File: src/rtl/command_word_sequencer_pkg.sv
// Shared types and field positions for the command word sequencer.
// Optional poll support is enabled with the CMD_SEQ_POLL_EN macro.
package command_word_sequencer_pkg;

    typedef enum logic [1:0] {
        ST_READY     = 2'd0,
        ST_WAIT_ICW2 = 2'd1,
        ST_WAIT_ICW3 = 2'd2,
        ST_WAIT_ICW4 = 2'd3
    } seq_state_t;

    typedef enum logic [1:0] {
        CMD_ICW1    = 2'd0,
        CMD_OCW2    = 2'd1,
        CMD_OCW3    = 2'd2,
        CMD_A0_HIGH = 2'd3
    } cmd_class_t;

    localparam int ICW1_IC4_BIT   = 0;
    localparam int ICW1_SNGL_BIT  = 1;
    localparam int ICW1_CFG_MSB   = 3;
    localparam int ICW2_VEC_LSB   = 3;
    localparam int ICW4_CFG_MSB   = 4;
    localparam int OCW3_RIS_BIT   = 0;
    localparam int OCW3_RR_BIT    = 1;
    localparam int OCW3_POLL_BIT  = 2;
    localparam int OCW3_SMM_BIT   = 5;
    localparam int OCW3_ESMM_BIT  = 6;

    localparam logic [7:0] RESET_MASK = 8'hFF;

endpackage

File: src/rtl/command_word_sequencer_decoder.sv
// Combinational classifier of a CPU write into ICW1 / OCW2 / OCW3 / A0-high.
module command_word_decoder
    import command_word_sequencer_pkg::*;
(
    input  logic       address,
    input  logic [1:0] data_d4_d3,
    output cmd_class_t cmd_class
);

    // A0 dominates; with A0 low, D4 marks ICW1 and D3 splits OCW3 from OCW2
    always_comb begin
        cmd_class = CMD_OCW2;
        if (address) begin
            cmd_class = CMD_A0_HIGH;
        end else if (data_d4_d3[1]) begin
            cmd_class = CMD_ICW1;
        end else if (data_d4_d3[0]) begin
            cmd_class = CMD_OCW3;
        end else begin
            cmd_class = CMD_OCW2;
        end
    end

endmodule

File: src/rtl/command_word_sequencer.sv
// Initialization/operation command word sequencer for an 8259-style controller.
// Define CMD_SEQ_POLL_EN to enable the OCW3 poll command pulse.
module command_word_sequencer
    import command_word_sequencer_pkg::*;
(
    input  logic       clock,
    input  logic       reset,
    input  logic       write_strobe,
    input  logic       address,
    input  logic [7:0] internal_data_bus,
    output logic       write_initial_command_word_1,
    output logic       write_initial_command_word_2,
    output logic       write_initial_command_word_3,
    output logic       write_initial_command_word_4,
    output logic       write_operation_control_word_1,
    output logic       write_operation_control_word_2,
    output logic       write_operation_control_word_3,
    output logic       initialized,
    output logic [3:0] icw1_config,
    output logic [4:0] interrupt_vector_address,
    output logic [7:0] cascade_device_config,
    output logic [4:0] icw4_config,
    output logic [7:0] interrupt_mask,
    output logic       enable_read_register,
    output logic       read_register_isr_or_irr,
    output logic       special_mask_mode,
    output logic       poll_command
);

    cmd_class_t w_cmd_class;
    seq_state_t r_state;
    logic       w_ocw_ok;

    command_word_decoder u_decoder (
        .address    (address),
        .data_d4_d3 (internal_data_bus[4:3]),
        .cmd_class  (w_cmd_class)
    );

    assign w_ocw_ok = (r_state == ST_READY) && initialized;

    // Sequencer state, one-cycle strobes and latched configuration
    always_ff @(posedge clock) begin
        if (reset) begin
            r_state                        <= ST_READY;
            initialized                    <= 1'b0;
            write_initial_command_word_1   <= 1'b0;
            write_initial_command_word_2   <= 1'b0;
            write_initial_command_word_3   <= 1'b0;
            write_initial_command_word_4   <= 1'b0;
            write_operation_control_word_1 <= 1'b0;
            write_operation_control_word_2 <= 1'b0;
            write_operation_control_word_3 <= 1'b0;
            icw1_config                    <= 4'h0;
            interrupt_vector_address       <= 5'h00;
            cascade_device_config          <= 8'h00;
            icw4_config                    <= 5'h00;
            interrupt_mask                 <= RESET_MASK;
            enable_read_register           <= 1'b1;
            read_register_isr_or_irr       <= 1'b0;
            special_mask_mode              <= 1'b0;
            poll_command                   <= 1'b0;
        end else begin
            write_initial_command_word_1   <= 1'b0;
            write_initial_command_word_2   <= 1'b0;
            write_initial_command_word_3   <= 1'b0;
            write_initial_command_word_4   <= 1'b0;
            write_operation_control_word_1 <= 1'b0;
            write_operation_control_word_2 <= 1'b0;
            write_operation_control_word_3 <= 1'b0;
            poll_command                   <= 1'b0;
            if (write_strobe) begin
                case (w_cmd_class)
                    CMD_ICW1: begin
                        write_initial_command_word_1 <= 1'b1;
                        r_state                      <= ST_WAIT_ICW2;
                        icw1_config                  <= internal_data_bus[ICW1_CFG_MSB:0];
                        initialized                  <= 1'b0;
                        interrupt_mask               <= 8'h00;
                        enable_read_register         <= 1'b1;
                        read_register_isr_or_irr     <= 1'b0;
                        special_mask_mode            <= 1'b0;
                        if (!internal_data_bus[ICW1_IC4_BIT]) begin
                            icw4_config <= 5'h00;
                        end
                    end
                    CMD_A0_HIGH: begin
                        case (r_state)
                            ST_WAIT_ICW2: begin
                                write_initial_command_word_2 <= 1'b1;
                                interrupt_vector_address     <= internal_data_bus[7:ICW2_VEC_LSB];
                                if (!icw1_config[ICW1_SNGL_BIT]) begin
                                    r_state <= ST_WAIT_ICW3;
                                end else if (icw1_config[ICW1_IC4_BIT]) begin
                                    r_state <= ST_WAIT_ICW4;
                                end else begin
                                    r_state     <= ST_READY;
                                    initialized <= 1'b1;
                                end
                            end
                            ST_WAIT_ICW3: begin
                                write_initial_command_word_3 <= 1'b1;
                                cascade_device_config        <= internal_data_bus;
                                if (icw1_config[ICW1_IC4_BIT]) begin
                                    r_state <= ST_WAIT_ICW4;
                                end else begin
                                    r_state     <= ST_READY;
                                    initialized <= 1'b1;
                                end
                            end
                            ST_WAIT_ICW4: begin
                                write_initial_command_word_4 <= 1'b1;
                                icw4_config                  <= internal_data_bus[ICW4_CFG_MSB:0];
                                r_state                      <= ST_READY;
                                initialized                  <= 1'b1;
                            end
                            ST_READY: begin
                                if (initialized) begin
                                    write_operation_control_word_1 <= 1'b1;
                                    interrupt_mask                 <= internal_data_bus;
                                end
                            end
                            default: r_state <= ST_READY;
                        endcase
                    end
                    CMD_OCW2: begin
                        if (w_ocw_ok) begin
                            write_operation_control_word_2 <= 1'b1;
                        end
                    end
                    CMD_OCW3: begin
                        if (w_ocw_ok) begin
                            write_operation_control_word_3 <= 1'b1;
                            if (internal_data_bus[OCW3_RR_BIT]) begin
                                enable_read_register     <= 1'b1;
                                read_register_isr_or_irr <= internal_data_bus[OCW3_RIS_BIT];
                            end else begin
                                enable_read_register <= 1'b0;
                            end
                            if (internal_data_bus[OCW3_ESMM_BIT]) begin
                                special_mask_mode <= internal_data_bus[OCW3_SMM_BIT];
                            end
`ifdef CMD_SEQ_POLL_EN
                            poll_command <= internal_data_bus[OCW3_POLL_BIT];
`endif
                        end
                    end
                    default: r_state <= r_state;
                endcase
            end
        end
    end

endmodule

File: config.mk
export PLATFORM = sky130hd
export DESIGN_NAME = command_word_sequencer
export DESIGN_NICKNAME = d
export VERILOG_FILES = /design/src/rtl/command_word_sequencer_pkg.sv /design/src/rtl/command_word_sequencer_decoder.sv /design/src/rtl/command_word_sequencer.sv
export SDC_FILE = /design/constraint.sdc
export NUM_CORES = 1
export LEC_CHECK = 0
export ABC_CLOCK_PERIOD_IN_PS = 1800
export CORE_AREA = 3 3 70 72
export DETAILED_ROUTE_END_ITERATION = 10
export DIE_AREA = 0 0 73 75
export GPL_ROUTABILITY_DRIVEN = 0
export GPL_TIMING_DRIVEN = 0
export PLACE_DENSITY = 0.72
export SYNTH_ARGS = -nofsm -noshare
export SYNTH_HDL_FRONTEND = slang
export SYNTH_SLANG_ARGS = --single-unit
export TNS_END_PERCENT = 30
File: constraint.sdc
create_clock -name clock -period 1.8 [get_ports clock]
set_input_delay 0.18 -clock clock [delete_from_list [all_inputs] [get_ports clock]]
set_output_delay 0.18 -clock clock [all_outputs]
set_load 0.05 [all_outputs]
# After elaboration in Yosys (flattened, before gate mapping)
# Cells that the tools add are included.
# word_totals
reg_bits	43
input_bits	12
output_inout_bits	42
word_cells	89
# classes
n_eq_ne	15
n_mux	32
n_bitwise	5
reduce_logical	20
# op_table
operator	count
$reduce_and 4->1	5
$mux 8	2
$pmux 8 s2	1
$mux 1	14
$ne 2x2->1 const B	6
$reduce_and 3->1	4
$mux 2	5
$mux 5	2
$pmux 5 s2	1
$reduce_or 3->1	3
$eq 2x2->1 const B	4
$pmux 1 s2	4
$pmux 2 s3	1
$not 1->1	5
$eq 2x1->1 const B	2
$logic_not 2->1	2
$ne 4x1->1 const B	1
$pmux 2 s2	1
$reduce_bool 2->1	2
$reduce_or 4->1	1
$ne 3x3->1 const B	1
$pmux 1 s3	1
$ne 2x1->1 const B	1
$reduce_and 2->1	1
other kinds (2)	2

# Longest topological paths before layout
# depth
word_depth	6
depth_mapped	8
ltp_nobuf	7

# Cells and area by module
# From an unflattened synthesis, not the netlist that was laid out.
# hier_totals
cells_unflattened	199
hier_area_um2	1819.2
# by_module_without_submodules
module	n_inst	cells_each	area_each_um2	seq_area_each_um2
command_word_sequencer	1	196	1800.5	860.8
command_word_decoder	1	3	18.8	0.0

# Least setup slack after synthesis
# OpenSTA, ideal clock, no wires.
# synth_timing
path_type	in2reg
start	in internal_data_bus[3]
end	reg interrupt_mask[0]
setup_ns	0.122
arrival_ns	1.611
required_ns	1.678
path_slack_ns	0.067
path_stages	6
path_buffers	0
path_cell_list	nor2_1 -> or2_2 -> ha_1 -> and2b_1 -> o21ai_1 -> a221o_1
# synth_via
elab_chain_cells	6
elab_cells_between_ends	10
classes_between	3 x eq/ne; 4 x mux; 3 x reduce/logical
# synth_rtl
element	line	source
start: declaration	command_word_sequencer.sv:10	input logic [7:0] internal_data_bus,
$mux 2 (*)	command_word_sequencer_decoder.sv:17	end else if (data_d4_d3[0]) begin
$mux 2 (*)	command_word_sequencer_decoder.sv:15	end else if (data_d4_d3[1]) begin
$mux 2 (*)	command_word_sequencer_decoder.sv:13	if (address) begin
$eq 2x2->1 or $logic_not 2->1 (tied branches)	command_word_sequencer.sv:73	case (w_cmd_class)
$ne 2x2->1 (no source line) or $reduce_bool 2->1 (tied branches)	--	
$reduce_and 4->1 (no source line)	--	
end signal: assignment	command_word_sequencer.sv:120	interrupt_mask <= internal_data_bus;
end: declaration	command_word_sequencer.sv:23	output logic [7:0] interrupt_mask,
# Every way passes the cells marked *; elsewhere a longest branch is shown, timed or not.
# A chain may end at the register's enable or synchronous reset.

# Final worst setup path
# layout_timing
start	in internal_data_bus[4]
end	reg interrupt_mask[3]
# layout_via
elab_chain_cells	5
elab_cells_between_ends	9
classes_between	3 x eq/ne; 3 x mux; 3 x reduce/logical
# layout_rtl
element	line
$mux 2 (*)	command_word_sequencer_decoder.sv:15
$mux 2 (*)	command_word_sequencer_decoder.sv:13
$eq 2x2->1 or $logic_not 2->1 (tied branches)	command_word_sequencer.sv:73
$ne 2x2->1 (no source line) or $reduce_bool 2->1 (tied branches)	--
$reduce_and 4->1 (no source line)	--
# Marked as above.

==> metrics list <==
* HPWL after detailed placement: 3.18 mm
* Total gr overflow: 0
- DRC violation total after the first TritonRoute iteration: approximately 90
- Average wire per standard cell: 15.0 um
- STA puts the critical path data arrival time at 1.95 ns.
- The initial antenna violation count was 0.
- Of all nets on the critical path, the largest fanout is 8.
- The mapped netlist covers approximately 1800 um2.
- The initial utilization of the core area, before any placement, comes to 0.404.
* Number of CTS-inserted buffers: 5
* Most common flop cell mapped by yosys: dfxtp_1
- At the end of the flow, the number of nets in the layout was around 260.
* Area growth from synthesis to layout: 43.6%
* Clock tree from TritonCTS: yes
- Setup violations remaining at the end of the flow were counted as 0.
- Share of synthesized flip-flops with an asynchronous set or reset: 0
* Max-slew violations: 0
- Number of antenna diodes: 0
- The share of total power dissipated in the clock network is 0.313.
- Synthesized flop and latch total: 43
- Of the total power, registers draw 0.512.
- Critical R2R Capture: cascade_device_config[5]
* Worst Setup Path Type: in -> reg
* Number of top-level pins: 54
* Outcome: finished, final reports clean
* Number of max-cap violations: 0
- Entering global routing, the biggest net connects 15 pins.
* CTS Root Cell: clkbuf_8
* Wire length of the first global-routing pass: 7.38 mm
- The hold violation count in the final report is 0.
- Switch Pwr: 0.561 mW
- Width of the chip: 73 um
- CP max-delay cell: clkdlybuf4s15_1
- Vias per inst: roughly 5.3
* Total placed cells including tap cells: 292
- The worst-case IR drop observed on VDD is 365 uV.
* Detailed-route via count: 1,582
- Clock period minus worst slack: 1.76 ns
- Power density over the cells: 766 nW/um2
- The finished layout holds 301 standard cells, fillers aside.
* Leading cell types in the layout, fill and taps excluded: clkdlybuf4s50_1, dfxtp_1, nand2_1, a21oi_1, nor2_1
- Share of the cycle needed by the critical path after routing: 0.976
* Rel. slew slack: 0.628
- The floorplan step defined a core boundary enclosing 4350 um2.
- Maximum operating frequency: 569 MHz
* Type of the tightest min-delay check: in -> reg
- Initial DRT Pass Iterations: 4
- Internal: between 1 and 1.5 mW
* Standby leakage power: between 1 and 1.5 nW
- Switching power share of the total: 0.290
- # clock sinks: 43
* Part of the power in combinational logic: 0.174
- The synthesized design contains 0 enable-type register cells.
- Worst slack at placement: -0.841 ns
* # fillers: 399
- Reg2Reg Launch Point: r_state[1]
* Transition at the pin with the smallest max-transition slack: 0.558 ns
* Layout cells sized above 1: 0.133
* Critical Path Max Stage Delay: ~0.3 ns
- A synthesized cell averages 9.35 um2.
* Die Footprint: 5480 um2
- Vias in the first global route: 1,577
- Clock-pin slew was measured on the worst setup and hold paths at ~0.08 ns.
- At the worst endpoint, the required time is 1.99 ns.
- Setup total negative slack on the finished layout was measured at 0 ns.
* Number of distinct standard cells referenced by the synthesized netlist: 42
- Worst setup skew after layout: 0.00497 ns
- STA classifies the critical path startpoint as a primary input.
- Standard-cell rows: 24
* Worst R2R Setup Slack: 0.29 ns
- Count of mapped cells out of synthesis: 188
- In the post-route analysis, the smallest setup slack over all paths is 0.0439 ns.
- The share of the Yosys chip area taken by registers is 0.490.
- After detailed routing, the total wire length is 4.53 mm.
* Level count of the clock H-tree: 2
- Capture endpoint of the worst hold path: cascade_device_config[3]
- Input and output buffers added on the ports amount to 52.
* Syn nets: 204
- The library cell used most frequently in the layout, excluding fill and tap cells, is clkdlybuf4s50_1.
- STA classifies the critical path endpoint as a flip-flop.
- Along the worst hold path, the cell count comes to 3.
- The detail route stage leaves a number of antenna-violating nets equal to 0.
- From bottom edge to top edge, the die measures 75 um.
- Later-pin clock latency in the skew report: 0.30 ns
* Hold Path Origin: internal_data_bus[3]
* Total GRT Usage: 0.176
* Drc violations: 0
- Overall power consumption after layout is estimated at 1.93 mW.
* Longest Clk Path Bufs: 2
* Count of cells along the worst register-to-register path: 4
- Worst path cell trace: clkdlybuf4s15_1, inv_1, a21o_1, ha_4, and2b_2, and3_2, a221o_1
* Synth warn: 0
[how the worst max path moves through the flow]
stage | start | end | slack (ns) | depth (start not counted)
after global routing | internal_data_bus[4] | cascade_device_config[0] | -0.01 | 8
after detailed placement | internal_data_bus[3] | interrupt_mask[3] | -0.84 | 7
after global placement | internal_data_bus[3] | interrupt_mask[4] | -0.80 | 7
final | internal_data_bus[4] | interrupt_mask[3] | 0.04 | 7
after floorplan | internal_data_bus[3] | interrupt_mask[0] | 0.07 | 6
after CTS | address | interrupt_mask[3] | 0.01 | 6
[through the flow]
| stage | hold WS [ns] | utilization | cell area [um2] |
|---|---|---|---|
| floorplan | 0.316 | - | 1760 |
| global placement | 0.449 | 0.538 | 2340 |
| detailed placement | 0.448 | 0.538 | 2340 |
| CTS | 0.353 | 0.571 | 2490 |
| global route | 0.234 | 0.580 | 2520 |
| finish | 0.218 | 0.580 | 2520 |
[timing repair]
item | 4_1_cts | 5_1_grt
endpoints found under the setup margin | 32 | 20
hold buffers | 0 | 0
endpoints found under the hold margin | 0 | 0
gates resized for setup | 13 | 11
pin swaps | 1 | 1
buffers inserted | 2 | 1
[area by class of cell]
type / count / area [um2] / share of cell area
tap: 52 / 65.1 / 0.0258
clock buffer: 5 / 68.8 / 0.0273
timing repair buffer: 55 / 541 / 0.214
clock inverter: 3 / 20.0 / 0.00793
buffer: 10 / 47.5 / 0.0188
sequential: 43 / 861 / 0.341
multi-input combinational: 125 / 891 / 0.353
inverter: 8 / 30.0 / 0.0119
[cell usage after synthesis, types with 3 or more instances]
cell / count / share of area
nor2_1: 10 / 0.021
clkbuf_1: 6 / 0.013
nand3_1: 6 / 0.017
a221o_1: 8 / 0.046
dfxtp_1: 43 / 0.49
o311ai_0: 5 / 0.025
inv_1: 8 / 0.017
a21oi_1: 14 / 0.040
ha_1: 4 / 0.028
nor2b_1: 4 / 0.014
buf_2: 4 / 0.011
o31ai_1: 3 / 0.013
mux2i_1: 7 / 0.040
nand2_1: 27 / 0.058
and3_1: 4 / 0.014
o21ai_0: 3 / 0.0085
[routing by layer]
metal  part of all wire  routed length (um)  track usage  up-vias
li1                   -                   -            -      786
met2               0.48                2170        0.282       56
met4              0.015                  68       0.0738        0
met1               0.43                1950        0.227      735
met3              0.076                 343       0.0441        5
met5                  0                   0            0        -
[logic make-up (layout without fill, tap and decap cells)]
kind of cell,after synthesis,after routing,share of synthesized area
simple gates,68,68,0.206
compound gates,45,45,0.184
flops,43,43,0.490
buf+inv,20,81,0.0498
mux,7,7,0.0399
fa+ha+maj,4,4,0.0285
other cells,1,1,0.00213
[worst max-delay path, delay by kind of cell]
kind	cells	cell delay, ns
AO/OA/AOI/OAI	2	0.55
AND/OR/NAND/NOR	2	0.50
adder cells (fa/ha/maj)	1	0.30
buffers and inverters	2	0.41
[flip-flops by register name, indices dropped and copies added, names as in the netlist, 2 cells and up]
| signal | cells |
|---|---|
| icw4_config | 5 |
| cascade_device_config | 8 |
| interrupt_mask | 8 |
| icw1_config | 4 |
| interrupt_vector_address | 5 |
| r_state | 2 |
[power by group through the flow]
stage	sequential, mW	combinational, mW	clock, mW
4_1_cts	0.990	0.323	0.624
3_5_place_dp	1.01	0.304	0
3_3_place_gp	1.01	0.303	0
2_1_floorplan	1.09	0.111	0
5_1_grt	0.995	0.359	0.654
6_report	0.990	0.337	0.605
Power figures use the tool's default switching activity.
==> variant 1 (config.mk and constraints unchanged) <==
Register the output `interrupt_mask` once more, with the module's reset; this adds one clock of latency there. The other outputs are not delayed to match.
--- a/src/rtl/command_word_sequencer.sv
+++ b/src/rtl/command_word_sequencer.sv
@@ -27,6 +27,8 @@
     output logic       poll_command
 );
 
+    logic [7:0] interrupt_mask_s0;
+
     cmd_class_t w_cmd_class;
     seq_state_t r_state;
     logic       w_ocw_ok;
@@ -55,7 +57,7 @@
             interrupt_vector_address       <= 5'h00;
             cascade_device_config          <= 8'h00;
             icw4_config                    <= 5'h00;
-            interrupt_mask                 <= RESET_MASK;
+            interrupt_mask_s0              <= RESET_MASK;
             enable_read_register           <= 1'b1;
             read_register_isr_or_irr       <= 1'b0;
             special_mask_mode              <= 1'b0;
@@ -76,7 +78,7 @@
                         r_state                      <= ST_WAIT_ICW2;
                         icw1_config                  <= internal_data_bus[ICW1_CFG_MSB:0];
                         initialized                  <= 1'b0;
-                        interrupt_mask               <= 8'h00;
+                        interrupt_mask_s0            <= 8'h00;
                         enable_read_register         <= 1'b1;
                         read_register_isr_or_irr     <= 1'b0;
                         special_mask_mode            <= 1'b0;
@@ -117,7 +119,7 @@
                             ST_READY: begin
                                 if (initialized) begin
                                     write_operation_control_word_1 <= 1'b1;
-                                    interrupt_mask                 <= internal_data_bus;
+                                    interrupt_mask_s0              <= internal_data_bus;
                                 end
                             end
                             default: r_state <= ST_READY;
@@ -151,5 +153,13 @@
         end
     end
 
+    always_ff @(posedge clock) begin
+        if (reset) begin
+            interrupt_mask <= '0;
+        end else begin
+            interrupt_mask <= interrupt_mask_s0;
+        end
+    end
+
 endmodule
 
Formal check against the unedited RTL: not equivalent (Yosys sat finds a counterexample within 4 cycles, from zero or initial values and one cycle with reset high).
==> variant 1 against the unedited design <==
  * Power is 26% higher
  * Critical path depth unchanged
  * Sequential cell count grew 8
  * Routed wire length rose by 1.6%
  * Via count increased by 7.6%
  * Worst setup slack worse by 0.0020 ns
  * Area after synthesis rose by 13%
  * Combinational power shrank 4%
  * Final area up 8.6%
  * Count of clock-buffer cells in the layout increased by 1
  * Sequential share of layout area is 3.1 points higher
  * Critical endpoint is now read_register_isr_or_irr
  * Largest cell class is now flip-flops and latches
==> variant 1: results <==
metrics = {
    "run_status": {
        "status": "finished, final reports clean",
    },
    "min_path": {
        "whs_path_depth": 3,
        "min_path_type": "in2reg",
    },
    "worst_setup_path": {
        "crit_path_start": "address",
        "cpPeakStageDelay_ns": 0.45,
        "r2r-end": "interrupt_mask_s0[6]",
        "path_max_fanout": 4,
        "r2r_cells": 3,
        "crit_end": "read_register_isr_or_irr",
        "cpMaxStageDelayCell": "clkdlybuf4s50_1",
        "worst_r2r_startpoint": "initialized",
        "arrival_ns": 2.00,
        "r2r_slack_ns": 0.38,
    },
    "pwr": {
        "power.internal_mw": 1.843,
        "ir_worst_vdd_v": 0.0004537,
        "seqPwrFrac_pct": 48.8,
        "power.leakage_nw": 1.052,
        "pg_comb_uw": 324,
    },
    "place": {
        "numPortBuffers": 51,
        "dp_hpwl_um": 3267,
        "place_area_um2": 2556,
    },
    "route": {
        "vias_per_cell": 5.322,
        "wl_um": 4599,
        "firstDrtPassIters": 4,
        "drtIter0Drc": 104,
    },
    "synth": {
        "ys_warn_count": 0,
        "yosys-top-cells-count": "dfxtp_1 (51), nand2_1 (26), a21oi_1 (20)",
        "postSynth.asyncResetShare_pct": 0,
        "synthTopCellsByArea": "dfxtp_1 (52%), a21oi_1 (5.1%), nand2_1 (4.9%)",
        "ys_seq_area_share_pct": 51.55,
        "yosys.cell_types.count": 41,
        "synth_edf_count": 0,
        "syn-num-nets": 223,
    },
    "cts": {
        "htree_levels": 2,
        "numCtsBuffers": 5,
        "cts_max_path_buffers": 2,
        "cts.reportedPaths.clkPinSlew_ns": 0.09,
        "clk_latency_ns": 0.31,
        "cts-root-buf": "clkbuf_8",
    },
    "timing": {
        "relSlewSlack_pct": 65.89,
        "skew_ns": 0.005997,
    },
    "cells_and_area": {
        "drive_gt1_share_pct": 11.19,
        "top_regs": "cascade_device_config x8, interrupt_mask x8, interrupt_mask_s0 x8",
        "finalNetCount": 283,
        "n_antenna_cell": 0,
    },
    "global_route": {
        "grt_max_degree": 16,
        "grt_pass1_wl_um": 7521,
        "grt_antenna_before_repair": 0,
        "grt_util_all_layers_pct": 17.91,
        "grt_pass1_vias": 1553,
    },
}
==> variant 1: cell count changes after synthesis, sizes merged, moves of 3 or more <==
cell    change
nor2        +3
dfxtp       +8
nor2b       +5
and3        -3
clkbuf      +3
nor3        +6
or3b        +3
o311ai      -5
inv         -3
a21oi       +6
nand4       +5
==> variant 1: stage by stage <==
step | setup WS [ns] | power, mW | setup TNS [ns] | std cells | hold slack [ns]
final | 0.04188 | 2.426 | 0 | 320 | 0.3828
after global routing | -0.1043 | 2.503 | -0.4561 | 320 | 0.4067
after CTS | -0.03265 | 2.439 | -0.1992 | 320 | 0.3748
after detailed placement | -0.7935 | 1.516 | -21.20 | 310 | 0.4490
after global placement | -0.7738 | 1.513 | -20.28 | 310 | 0.4514
after floorplan | 0.1435 | 1.406 | 0 | 207 | 0.3160
==> variant 1: routing by layer <==
metal / share of wire, % / global-route usage, % / wire (µm)
met1: 47 / 24.81 / 2166
met2: 46 / 27.21 / 2096
met3: 6.2 / 4.539 / 287
met4: 1.1 / 6.148 / 49
met5: 0 / 0 / 0
==> variant 1: kinds of logic (layout without fill, tap and decap cells) <==
kind of cell / count (synthesis) / count (layout) / synth area share, %
fa+ha+maj: 4 / 4 / 2.527
compound gates: 41 / 41 / 14.34
mux: 8 / 8 / 4.043
other cells: 1 / 1 / 0.1893
flops: 51 / 51 / 51.55
buf+inv: 19 / 80 / 4.232
simple gates: 83 / 83 / 23.12
==> variant 1: how the worst min path moves through the flow <==
stage	startpoint	end	slack, ns
after global placement	interrupt_mask_s0[3]	interrupt_mask[3]	0.45
after global routing	internal_data_bus[4]	cascade_device_config[4]	0.41
after CTS	internal_data_bus[4]	cascade_device_config[4]	0.37
after floorplan	internal_data_bus[0]	cascade_device_config[0]	0.32
after detailed placement	cascade_device_config[4]	cascade_device_config[4]	0.45
final	internal_data_bus[4]	cascade_device_config[4]	0.38
==> variant 1: layout make-up <==
cell class	count	area, µm²
fillers	385	1613
flip-flops and latches	51	1021
multi-input cells	137	910.9
repair buffers	54	531.8
clock buffers	6	72.57
well taps	52	65.06
plain buffers	13	61.31
clock inverters	2	60.06
inverters	5	18.77
==> variant 1: critical path, delay by kind of cell <==
family / cells / cell delay [ns]
buffers and inverters: 2 / 0.54
and+or+nand+nor: 3 / 0.94
adders and majority gates: 1 / 0.21
muxes: 1 / 0.13
==> variant 1: timing repair <==
| item | in CTS | in global routing |
|---|---|---|
| pin swaps | 1 | 0 |
| gates resized for setup | 8 | 4 |
| setup buffers | 3 | 0 |
| hold endpoints to repair | 0 | 0 |
| endpoints found under the setup margin | 32 | 25 |
| hold buffers | 0 | 0 |
==> variant 2 (same settings) <==
Without the edit above. Add a define of `CMD_SEQ_POLL_EN`.
--- a/src/rtl/command_word_sequencer.sv
+++ b/src/rtl/command_word_sequencer.sv
@@ -1,5 +1,7 @@
 // Initialization/operation command word sequencer for an 8259-style controller.
 // Define CMD_SEQ_POLL_EN to enable the OCW3 poll command pulse.
+`define CMD_SEQ_POLL_EN
+
 module command_word_sequencer
     import command_word_sequencer_pkg::*;
 (
Behaviour: not the same (Yosys sat finds a counterexample within 4 cycles, from zero or initial values and one cycle with reset high).
==> variant 2 against the unedited design <==
  * Non-clock buffer count down 2
  * Routed wire length up 4.0%
  * Final area down 0.20%
  * Sequential cell count is 1 higher
  * Synthesized cell count is 5.9% higher
  * Worst hold slack gained 0.024 ns
  * Area after synthesis grew 0.14%
  * Clock power grew 6.4%
  * Power increased by 6.8%
  * Global-route usage rose by 0.64 points
  * Worst setup slack improved by 0.012 ns
  * Count of clock-buffer cells in the layout is 1 higher
==> variant 2: results <==
metrics = {
    "place": {
        "place_area_um2": 2347,
        "dp_hpwl_um": 3262,
    },
    "synth": {
        "synthTopCellsByArea": "dfxtp_1 (50%), nand2_1 (7.7%), a21oi_1 (6.5%)",
        "yosys-top-cells-count": "dfxtp_1 (44), nand2_1 (36), a21oi_1 (23)",
        "ys_seq_area_share_pct": 50.04,
        "syn-num-nets": 215,
        "yosys.cell_types.count": 31,
    },
    "route": {
        "routedWlPerCell_um": 15.23,
        "vias_per_cell": 5.217,
        "drtIter0Drc": 67,
        "firstDrtPassIters": 7,
    },
    "worst_setup_path": {
        "cpPeakStageDelay_ns": 0.34,
        "r2r_slack_ns": 0.12,
        "path_max_fanout": 10,
        "cpMaxStageDelayCell": "a221o_1",
    },
    "pwr": {
        "power.leakage_nw": 0.9445,
        "power.internal_mw": 1.461,
    },
    "global_route": {
        "grt_pass1_wl_um": 7603,
        "grt_util_all_layers_pct": 18.27,
        "grt_pass1_vias": 1544,
    },
    "cells_and_area": {
        "drive_gt1_share_pct": 9.728,
        "top_regs": "cascade_device_config x8, interrupt_mask x8",
        "nFillCells": 394,
    },
    "cts": {
        "cts.reportedPaths.clkPinSlew_ns": 0.09,
    },
    "timing": {
        "skew_ns": 0.009879,
        "worstMarginPinSlew_ns": 0.5355,
        "finalHoldWorstSlack_ns": 0.2429,
    },
    "run_status": {
        "status": "finished, final reports clean",
    },
}
[variant 2: worst reg2reg max path, stage by stage, from the launching register on]
cell     delay (ns)
dfxtp_1        0.31
buf_6          0.13
or3b_4         0.43
a21o_1         0.22
buf_6          0.14
a221o_1        0.34
[variant 2: cell type report]
cell class / count / area [µm²] / area share [%]
plain buffers: 10 / 55.05 / 2.186
clock inverters: 2 / 15.01 / 0.5961
flip-flops and latches: 44 / 882.1 / 35.02
multi-input cells: 136 / 868.3 / 34.48
well taps: 52 / 65.06 / 2.583
repair buffers: 53 / 528.0 / 20.96
clock buffers: 6 / 82.58 / 3.279
inverters: 6 / 22.52 / 0.8942
[variant 2: path summary, 6_finish.rpt]
path / startpoint / endpoint / cells after the start
setup / recovery: internal_data_bus[4] / interrupt_mask[1] / 8
hold / removal: internal_data_bus[3] / cascade_device_config[3] / 3
setup reg to reg: r_state[1] / interrupt_mask[1] / 5
hold reg to reg: cascade_device_config[3] / cascade_device_config[3] / 2
[variant 2: power by group through the flow]
stage          clock network [mW]  registers, mW  logic, mW
2_1_floorplan                   0           1.15      0.135
3_3_place_gp                    0           1.05      0.364
3_5_place_dp                    0           1.05      0.367
4_1_cts                     0.661           1.02      0.385
5_1_grt                     0.713           1.03      0.420
6_report                    0.644           1.02      0.395
[variant 2: stage by stage]
stage,cells,worst slack [ns]
6_report,309,0.05568
5_1_grt,309,-0.001723
4_1_cts,309,0.003731
3_5_place_dp,303,-1.032
3_3_place_gp,303,-0.9585
2_1_floorplan,199,0.03640
[variant 2: kinds of logic (layout without fill, tap and decap cells)]
family | after synthesis | in the layout | synth area share (%)
compound gates | 41 | 41 | 15.35
fa+ha+maj | 4 | 4 | 2.843
buf+inv | 19 | 77 | 4.975
flops | 44 | 44 | 50.04
mux | 8 | 8 | 4.549
simple gates | 83 | 83 | 22.25
[variant 2: timing repair]
item,CTS,global route
endpoints found under the setup margin,39,25
hold buffers,0,0
buffers inserted,1,0
pin swaps,1,0
resized for setup,12,10
hold endpoints to repair,0,0
[variant 2: routing by layer]
| layer | up-vias | GRT usage [%] | wire (µm) | part of all wire [%] |
|---|---|---|---|---|
| met5 | - | 0 | 0 | 0 |
| met4 | 0 | 6.148 | 62 | 1.3 |
| met3 | 7 | 4.940 | 309 | 6.6 |
| met2 | 55 | 29.10 | 2238 | 48 |
| met1 | 756 | 24.01 | 2097 | 45 |
| li1 | 794 | - | - | - |
